--- src/rtl/sha_round_sequencer_pkg.sv ---
// sha_pkg: shared state encoding, round limit and per-core nonce range helper
package sha_pkg;
  typedef enum logic [2:0] {IDLE, LOAD, ROUND, CHECK, DONE} state_e;
  localparam logic [5:0] LAST_ROUND = 6'd63;
  function automatic logic [31:0] range_for(input logic [31:0] ncore);
    return 32'hFFFF_FFFF / ncore;
  endfunction
endpackage

--- src/rtl/sha_round_sequencer_counter.sv ---
// counter: clearable enabled up-counter that wraps to zero after rollover_val
module counter #(
  parameter int W = 32
) (
  input  logic         clk,
  input  logic         n_rst,
  input  logic         clear,
  input  logic         en,
  input  logic [W-1:0] rollover_val,
  output logic [W-1:0] count
);
  logic [W-1:0] count_q, count_d;
  // clear wins over enable; wrap happens after reaching rollover_val
  always_comb count_d = clear ? '0 : en ? (count_q == rollover_val ? '0 : count_q + W'(1)) : count_q;
  // count register
  always_ff @(posedge clk or negedge n_rst)
    if (!n_rst) count_q <= '0;
    else count_q <= count_d;
  assign count = count_q;
endmodule

--- src/rtl/sha_round_sequencer.sv ---
// sha_round_sequencer: per-job FSM stepping SHA rounds, tracking nonces and reporting hits
module sha_round_sequencer
  import sha_pkg::*;
#(
  parameter logic [31:0] NCORE = 32'd1
) (
  input  logic        clk,
  input  logic        n_rst,
  input  logic        job_valid,
  output logic        job_ready,
  input  logic        abort,
  input  logic [31:0] nonce_in,
  input  logic        hit,
  output logic [5:0]  cycle,
  output logic        round_en,
  output logic        load_block,
  output logic        clear_counter,
  output logic        hash_valid,
  output logic        result_valid,
  input  logic        result_ready,
  output logic        found,
  output logic [31:0] win_nonce
);
  localparam logic [31:0] RANGE = range_for(NCORE);
  state_e      state_q, state_d;
  logic [5:0]  cycle_q, cycle_d;
  logic        found_q, found_d;
  logic [31:0] win_q, win_d, tried_q, tried_d, hash_cnt;
  logic        last_hash, to_done;
  counter #(.W(32)) u_hash_cnt (
    .clk         (clk),
    .n_rst       (n_rst),
    .clear       (state_q == IDLE),
    .en          (state_q == CHECK),
    .rollover_val(RANGE),
    .count       (hash_cnt)
  );
  assign last_hash = hash_cnt + 32'd1 == RANGE;
  assign to_done   = state_q == CHECK && state_d == DONE;
  // next state: abort dominates every busy state, hit beats exhaustion in CHECK
  always_comb begin
    state_d = (state_q != IDLE && abort) ? IDLE :
              state_q == IDLE  ? (job_valid ? LOAD : IDLE) :
              state_q == LOAD  ? ROUND :
              state_q == ROUND ? (cycle_q == LAST_ROUND ? CHECK : ROUND) :
              state_q == CHECK ? ((hit || last_hash) ? DONE : LOAD) :
              result_ready     ? IDLE : DONE;
    cycle_d = (state_q == ROUND && state_d == ROUND) ? cycle_q + 6'd1 : 6'd0;
    tried_d = state_q == LOAD ? nonce_in : tried_q;
    found_d = to_done ? hit : found_q;
    win_d   = (to_done && hit) ? tried_q : win_q;
  end
  // state and datapath registers
  always_ff @(posedge clk or negedge n_rst)
    if (!n_rst) begin
      state_q <= IDLE;
      cycle_q <= 6'd0;
      found_q <= 1'b0;
      win_q   <= 32'd0;
      tried_q <= 32'd0;
    end else begin
      state_q <= state_d;
      cycle_q <= cycle_d;
      found_q <= found_d;
      win_q   <= win_d;
      tried_q <= tried_d;
    end
  assign job_ready     = state_q == IDLE;
  assign clear_counter = state_q != IDLE;
  assign load_block    = state_q == LOAD;
  assign round_en      = state_q == ROUND;
  assign hash_valid    = state_q == CHECK;
  assign result_valid  = state_q == DONE;
  assign cycle         = cycle_q;
  assign found         = found_q;
  assign win_nonce     = win_q;
endmodule

--- config.mk ---
export PLATFORM = sky130hd
export DESIGN_NAME = sha_round_sequencer
export DESIGN_NICKNAME = d
export VERILOG_FILES = /design/src/rtl/sha_round_sequencer_pkg.sv /design/src/rtl/sha_round_sequencer_counter.sv /design/src/rtl/sha_round_sequencer.sv
export SDC_FILE = /design/constraint.sdc
export NUM_CORES = 1
export LEC_CHECK = 0
export ABC_AREA = 1
export CAP_MARGIN = 0
export CORE_MARGIN = 3
export CORE_UTILIZATION = 36
export DETAILED_ROUTE_END_ITERATION = 12
export GPL_TIMING_DRIVEN = 1
export PLACE_DENSITY = 0.64
export SETUP_SLACK_MARGIN = 0.05
export SLEW_MARGIN = 20
export SYNTH_ARGS = -nofsm -noshare
export SYNTH_HDL_FRONTEND = slang
export SYNTH_SLANG_ARGS = --single-unit
--- constraint.sdc ---
create_clock -name clk -period 2.55 [get_ports clk]
set_input_delay 0.6375 -clock clk [delete_from_list [all_inputs] [get_ports clk]]
set_output_delay 0.6375 -clock clk [all_outputs]
set_load 0.03 [all_outputs]
# Yosys cells after proc, flatten, opt, wreduce, memory -nomap -nowiden
# Cells that the tools add are included.
totals:
  out_inout_bits: 45
  register_bits: 106
op_classes:
  n_reduce_logical: 8
  eq_ne: 9
  n_addsub: 2
  n_mux: 13
op_table:
  columns: ["cell", "count"]
  rows:
  - ["32-bit two-way mux", 3]
  - ["32-bit equality test (second input constant)", 2]
  - ["32-bit by 1-bit adder with 32-bit output (second input constant)", 1]
  - ["3-bit two-way mux", 7]
  - ["3-bit by 2-bit equality test with 1-bit output (second input constant)", 3]
  - ["6-bit by 1-bit adder with 6-bit output (second input constant)", 1]
  - ["3-bit equality test (second input constant)", 2]
  - ["6-bit equality test (second input constant)", 1]
  - ["6-bit two-way mux", 1]
  - ["1-bit logical AND", 4]
  - ["3-bit by 1-bit equality test with 1-bit output (second input constant)", 1]
  - ["3-bit zero test", 1]
  - ["3-bit nonzero test", 1]
  - ["1-bit two-way mux", 2]
  - ["2-bit nonzero test", 1]
  - ["1-bit logical OR", 1]

# Longest topological paths before layout
depth:
  depth_word: 12
  ltp_mapped: 19
  depth_no_buf: 18

# By module
# A second synthesis with hierarchy kept.
hier_totals:
  cells_unflattened: 942
  hier_area_um2: 6795.3
modules_own_cells:
  columns: ["mod", "seq_area_each_um2", "n_inst", "area_each_um2", "cells_each"]
  rows:
  - ["sha_round_sequencer", 1851.8, 1, 4136.5, 564]
  - ["counter", 800.8, 1, 2658.8, 378]

# Least setup slack after synthesis
# No wires, ideal clock.
synth_timing:
  path_kind: "register -> register"
  startpoint: "register state_q[1]"
  endpoint: "register win_q[1] (netlist: win_nonce[1])"
  required_time_ps: 2428
  arrival_time_ps: 2271
  n_path_buf: 1
  stages_incl_launch_ff: 10
  setup_ps: 122
  period_less_slack_ps: 2393
  slack_ps: 157
  path_cell_list: "dfrtp_1 > nor3_1 > inv_1 > nand3_1 > a21oi_1 > nand3_2 > nor2_4 > buf_6 > nand3_1 > nand2_1"
synth_between:
  elab_cells_between_ends: 14
synth_rtl:
  columns: ["item", "line", "text"]
  rows:
  - ["from (decl)", "sha_round_sequencer.sv:25", "state_e state_q, state_d;"]
  - ["from (signal assigned)", "sha_round_sequencer.sv:62", "state_q <= state_d;"]
  - ["3-bit zero test", null, null]
  - ["via job_ready", "sha_round_sequencer.sv:10", "output logic job_ready,"]
  - ["3-bit two-way mux", "sha_round_sequencer.sv:43", "state_q == IDLE ? (job_valid ? LOAD : IDLE) :"]
  - ["3-bit two-way mux", "sha_round_sequencer.sv:42", "state_d = (state_q != IDLE && abort) ? IDLE :"]
  - ["3-bit equality test", "sha_round_sequencer.sv:39", "assign to_done = state_q == CHECK && state_d == DONE;"]
  - ["1-bit logical AND", "sha_round_sequencer.sv:39", null]
  - ["1-bit logical AND", "sha_round_sequencer.sv:51", "win_d = (to_done && hit) ? tried_q : win_q;"]
  - ["to (signal assigned)", "sha_round_sequencer.sv:65", "win_q <= win_d;"]
  - ["to (decl)", "sha_round_sequencer.sv:28", "logic [31:0] win_q, win_d, tried_q, tried_d, hash_cnt;"]
# The timed path passes the listed nets, and every way through them passes these cells.
# A chain may end at the register's enable or synchronous reset.

# Worst setup path after layout
layout_timing:
  startpoint: "register u_hash_cnt.count_q[0] (netlist: u_hash_cnt.count[0])"
  endpoint: "register win_q[22] (netlist: win_nonce[22])"
layout_between:
  elab_chain_cells: 12
layout_rtl:
  columns: ["item", "line", "text"]
  rows:
  - ["from (decl)", "sha_round_sequencer_counter.sv:12", "logic [W-1:0] count_q, count_d;"]
  - ["from (signal assigned)", "sha_round_sequencer_counter.sv:18", "else count_q <= count_d;"]
  - ["32-bit by 1-bit adder with 32-bit output", "sha_round_sequencer.sv:38", "assign last_hash = hash_cnt + 32'd1 == RANGE;"]
  - ["32-bit equality test", "sha_round_sequencer.sv:38", null]
  - ["1-bit logical OR", "sha_round_sequencer.sv:46", "state_q == CHECK ? ((hit || last_hash) ? DONE : LOAD) :"]
  - ["3-bit two-way mux (2 in series)", "sha_round_sequencer.sv:46", null]
  - ["3-bit two-way mux", "sha_round_sequencer.sv:45", "state_q == ROUND ? (cycle_q == LAST_ROUND ? CHECK : ROUND) :"]
  - ["3-bit two-way mux", "sha_round_sequencer.sv:44", "state_q == LOAD ? ROUND :"]
  - ["3-bit two-way mux", "sha_round_sequencer.sv:43", null]
  - ["3-bit two-way mux", "sha_round_sequencer.sv:42", null]
  - ["3-bit equality test", "sha_round_sequencer.sv:39", null]
  - ["1-bit logical AND", "sha_round_sequencer.sv:39", null]
  - ["1-bit logical AND", "sha_round_sequencer.sv:51", null]
# No other way between the ends.

==> out/metrics.cfg <==
[status]
status = completed

[logic_synthesis]
synth_top_area_share_pct = 45.5
synthTopCellsByArea = dfrtp_1, nand2_1, inv_1
synth_area_per_cell_um2 = 7.58
yosysMostFrequentCell = nand2_1
synthFlopType = dfrtp_1
syn_area_um2 = 5830
synth_async_sr_flop_share_pct = 100
synth_nets = 810
synth_seq_cells = 106
netlist_instances = 769
yosys-top-cells-count = nand2_1, dfrtp_1, inv_1
synth_edf_count = 0
seq_area_frac_synth_pct = 45.5
yosysTopAreaCell = dfrtp_1
netlist-cell-type-count = 29
yosysWarnings = 0

[worst_setup_path]
critPathMaxStageDelay_ns = 0.44
setup.worst_path.start_class = register
crit_family = simple AND/OR/NAND/NOR gates
required_ns = 2.85
critPathSlowestCell = dfrtp_2
crit_fanout = 11
critPathMostFrequentCell = nand2_1
cp_num_buf_inv = 4
cp_cell_sequence = ha_4, nand2_4, nor2_8, nand2_4, buf_6, inv_1, nand2_1, nand2_1, nand2_2, nand2_1, nor2_1, nand2_1, nor2_2, nand3_2, nand2_2, nand3_2, nor2_4, buf_12, clkbuf_16, nand3_1, nand2_1
cp.arrival_ns = 2.79
cp-end-kind = register
criticalPathCategory = register to register

[placed_design]
place_hpwl_um = 10900
place_ws_ns = -0.00184
dpl_cell_area_um2 = 7010
portBuffers = 82
routabilityCongestion = 0.879

[timing]
timing.final.crit_period_ns = 2.49
whs_ns = 0.247
timing_hold_violations_final = 0
setup_tns_ns = 0
fin_ws_ns = 0.0618
rsz0062_at_grt = yes
maxSlewViolCount = 0
skew_ns = 0.00905
min_period_over_period_pct = 97.6
relSlewSlack_pct = 63.9
fmax_mhz = 402
worstMarginPinSlew_ns = 0.541
setup_viol = 0

[clocking]
numCtsBuffers = 9
clockBufferDepth = 2
ctsHtreeMaxLevel = 3
clk_latency_ns = 0.36
clk_pin_slew_ns = 0.08
hold_buffers = 0
root_buffer = clkbuf_16
cts.sinks = 106
cts_tree = yes

[grt]
grt_first_pass_wirelength_um = 25200
grt_usage_pct = 17.6
antenna_found_initial = 0
grt-ovfl-total = 0
grt_start_max_net_pins = 40
grt_pass1_vias = 5093

[layout]
syn_to_final_growth_pct = 32.4
seq_area_um2 = 2660
nFillCells = 1527
final_cell_area_um2 = 7710
multiInputGateArea_um2 = 2830
nNetsFinal = 923
drive_gt1_share_pct = 18.5
diodes = 0
final_util_pct = 49.6

[routing]
wl_per_cell_um = 14.6
drc_errors = 0
drt_wl_total_um = 16000
vias_per_cell = 4.75
ant_nets = 0
drtPass1Iterations = 4
dr.first_iter.drc_count = 343
via_count = 5216

[die]
start_util_pct = 37.5
die_y_um = 133
rows = 45
die_area_um2 = 17700
dieWidth_um = 133
core_um2 = 15500
num_io_pins = 83

[power]
power_leakage_nw = 3.77
p_per_area_nw_per_um2 = 762
ir_worst_vdd_v = 0.000399

[run]
cap_violations = 0

[hold_path]
hp-class = input pin to async pin

## flip-flops by register name, summed over array words and instances (netlist names)
signal and flops:
cycle 6, found 1, state_q 3, tried_q 32
u_hash_cnt.count 32, win_nonce 32
## placed cells by master (no fill, tap or decap), drive strengths merged, types with 7 or more instances in the layout
cell             n
nand4            7
inv             99
o21bai          33
nand3           64
dfrtp          106
clkdlybuf4s50   76
clkbuf          12
nand2          299
nor2            85
buf             44
o21ai            9
o22ai           26
## timing repair
action / in CTS / in global routing
pin swaps: 0 / 9
setup endpoints to repair: 41 / 41
cloned: 0 / 5
buffers inserted: 1 / 13
resized for setup: 5 / 63
## power by group
group          switching (mW)  internal [mW]
clock network           0.737          0.705
logic                    1.28          0.792
registers               0.264           2.10
total                    2.28           3.59
## final cells by class
type	count	share of cell area [%]
timing repair buffer	127	16.8
clock buffer	9	2.92
tap	211	3.42
sequential	106	34.5
multi-input combinational	541	36.7
clock inverter	7	1.04
inverter	97	4.72
## routing by layer
metal	up-vias	wire length [um]	share of wire, %	track usage, %
li1	2622	-	-	-
met1	2423	7380	46	23.7
met2	149	7280	46	27.7
met3	22	1020	6.4	5.32
met4	0	289	1.8	4.51
met5	-	0	0	0
## metrics by stage
step,instances,power (mW)
after floorplan,769,3.60
after global placement,1063,4.43
after detailed placement,1063,4.46
after CTS,1080,5.91
after global routing,1098,6.24
final,1098,5.88
## worst paths after layout
kind | start | to | slack [ns] | cells past startpoint
max in group asynchronous | n_rst | tried_q[25] | 1.57 | 2
min in group clk | tried_q[16] | tried_q[16] | 0.48 | 2
worst max register to register | u_hash_cnt.count[0] | win_nonce[22] | 0.06 | 21
worst min register to register | tried_q[16] | tried_q[16] | 0.48 | 2
worst max-delay path | u_hash_cnt.count[0] | win_nonce[22] | 0.06 | 21
worst min-delay path | n_rst | u_hash_cnt.count[20] | 0.25 | 1
## kinds of logic (layout without fill, tap and decap cells)
logic type / count (synthesis) / count (layout) / synth area share (%)
buffers and inverters: 122 / 240 / 8.83
DFF: 106 / 106 / 45.5
and+or+nand+nor: 460 / 460 / 34.1
AOI/OAI and AO/OA: 71 / 71 / 9.88
xor gates and xnor gates: 7 / 7 / 1.05
adders and majority gates: 3 / 3 / 0.644
Power figures use the tool's default switching activity.
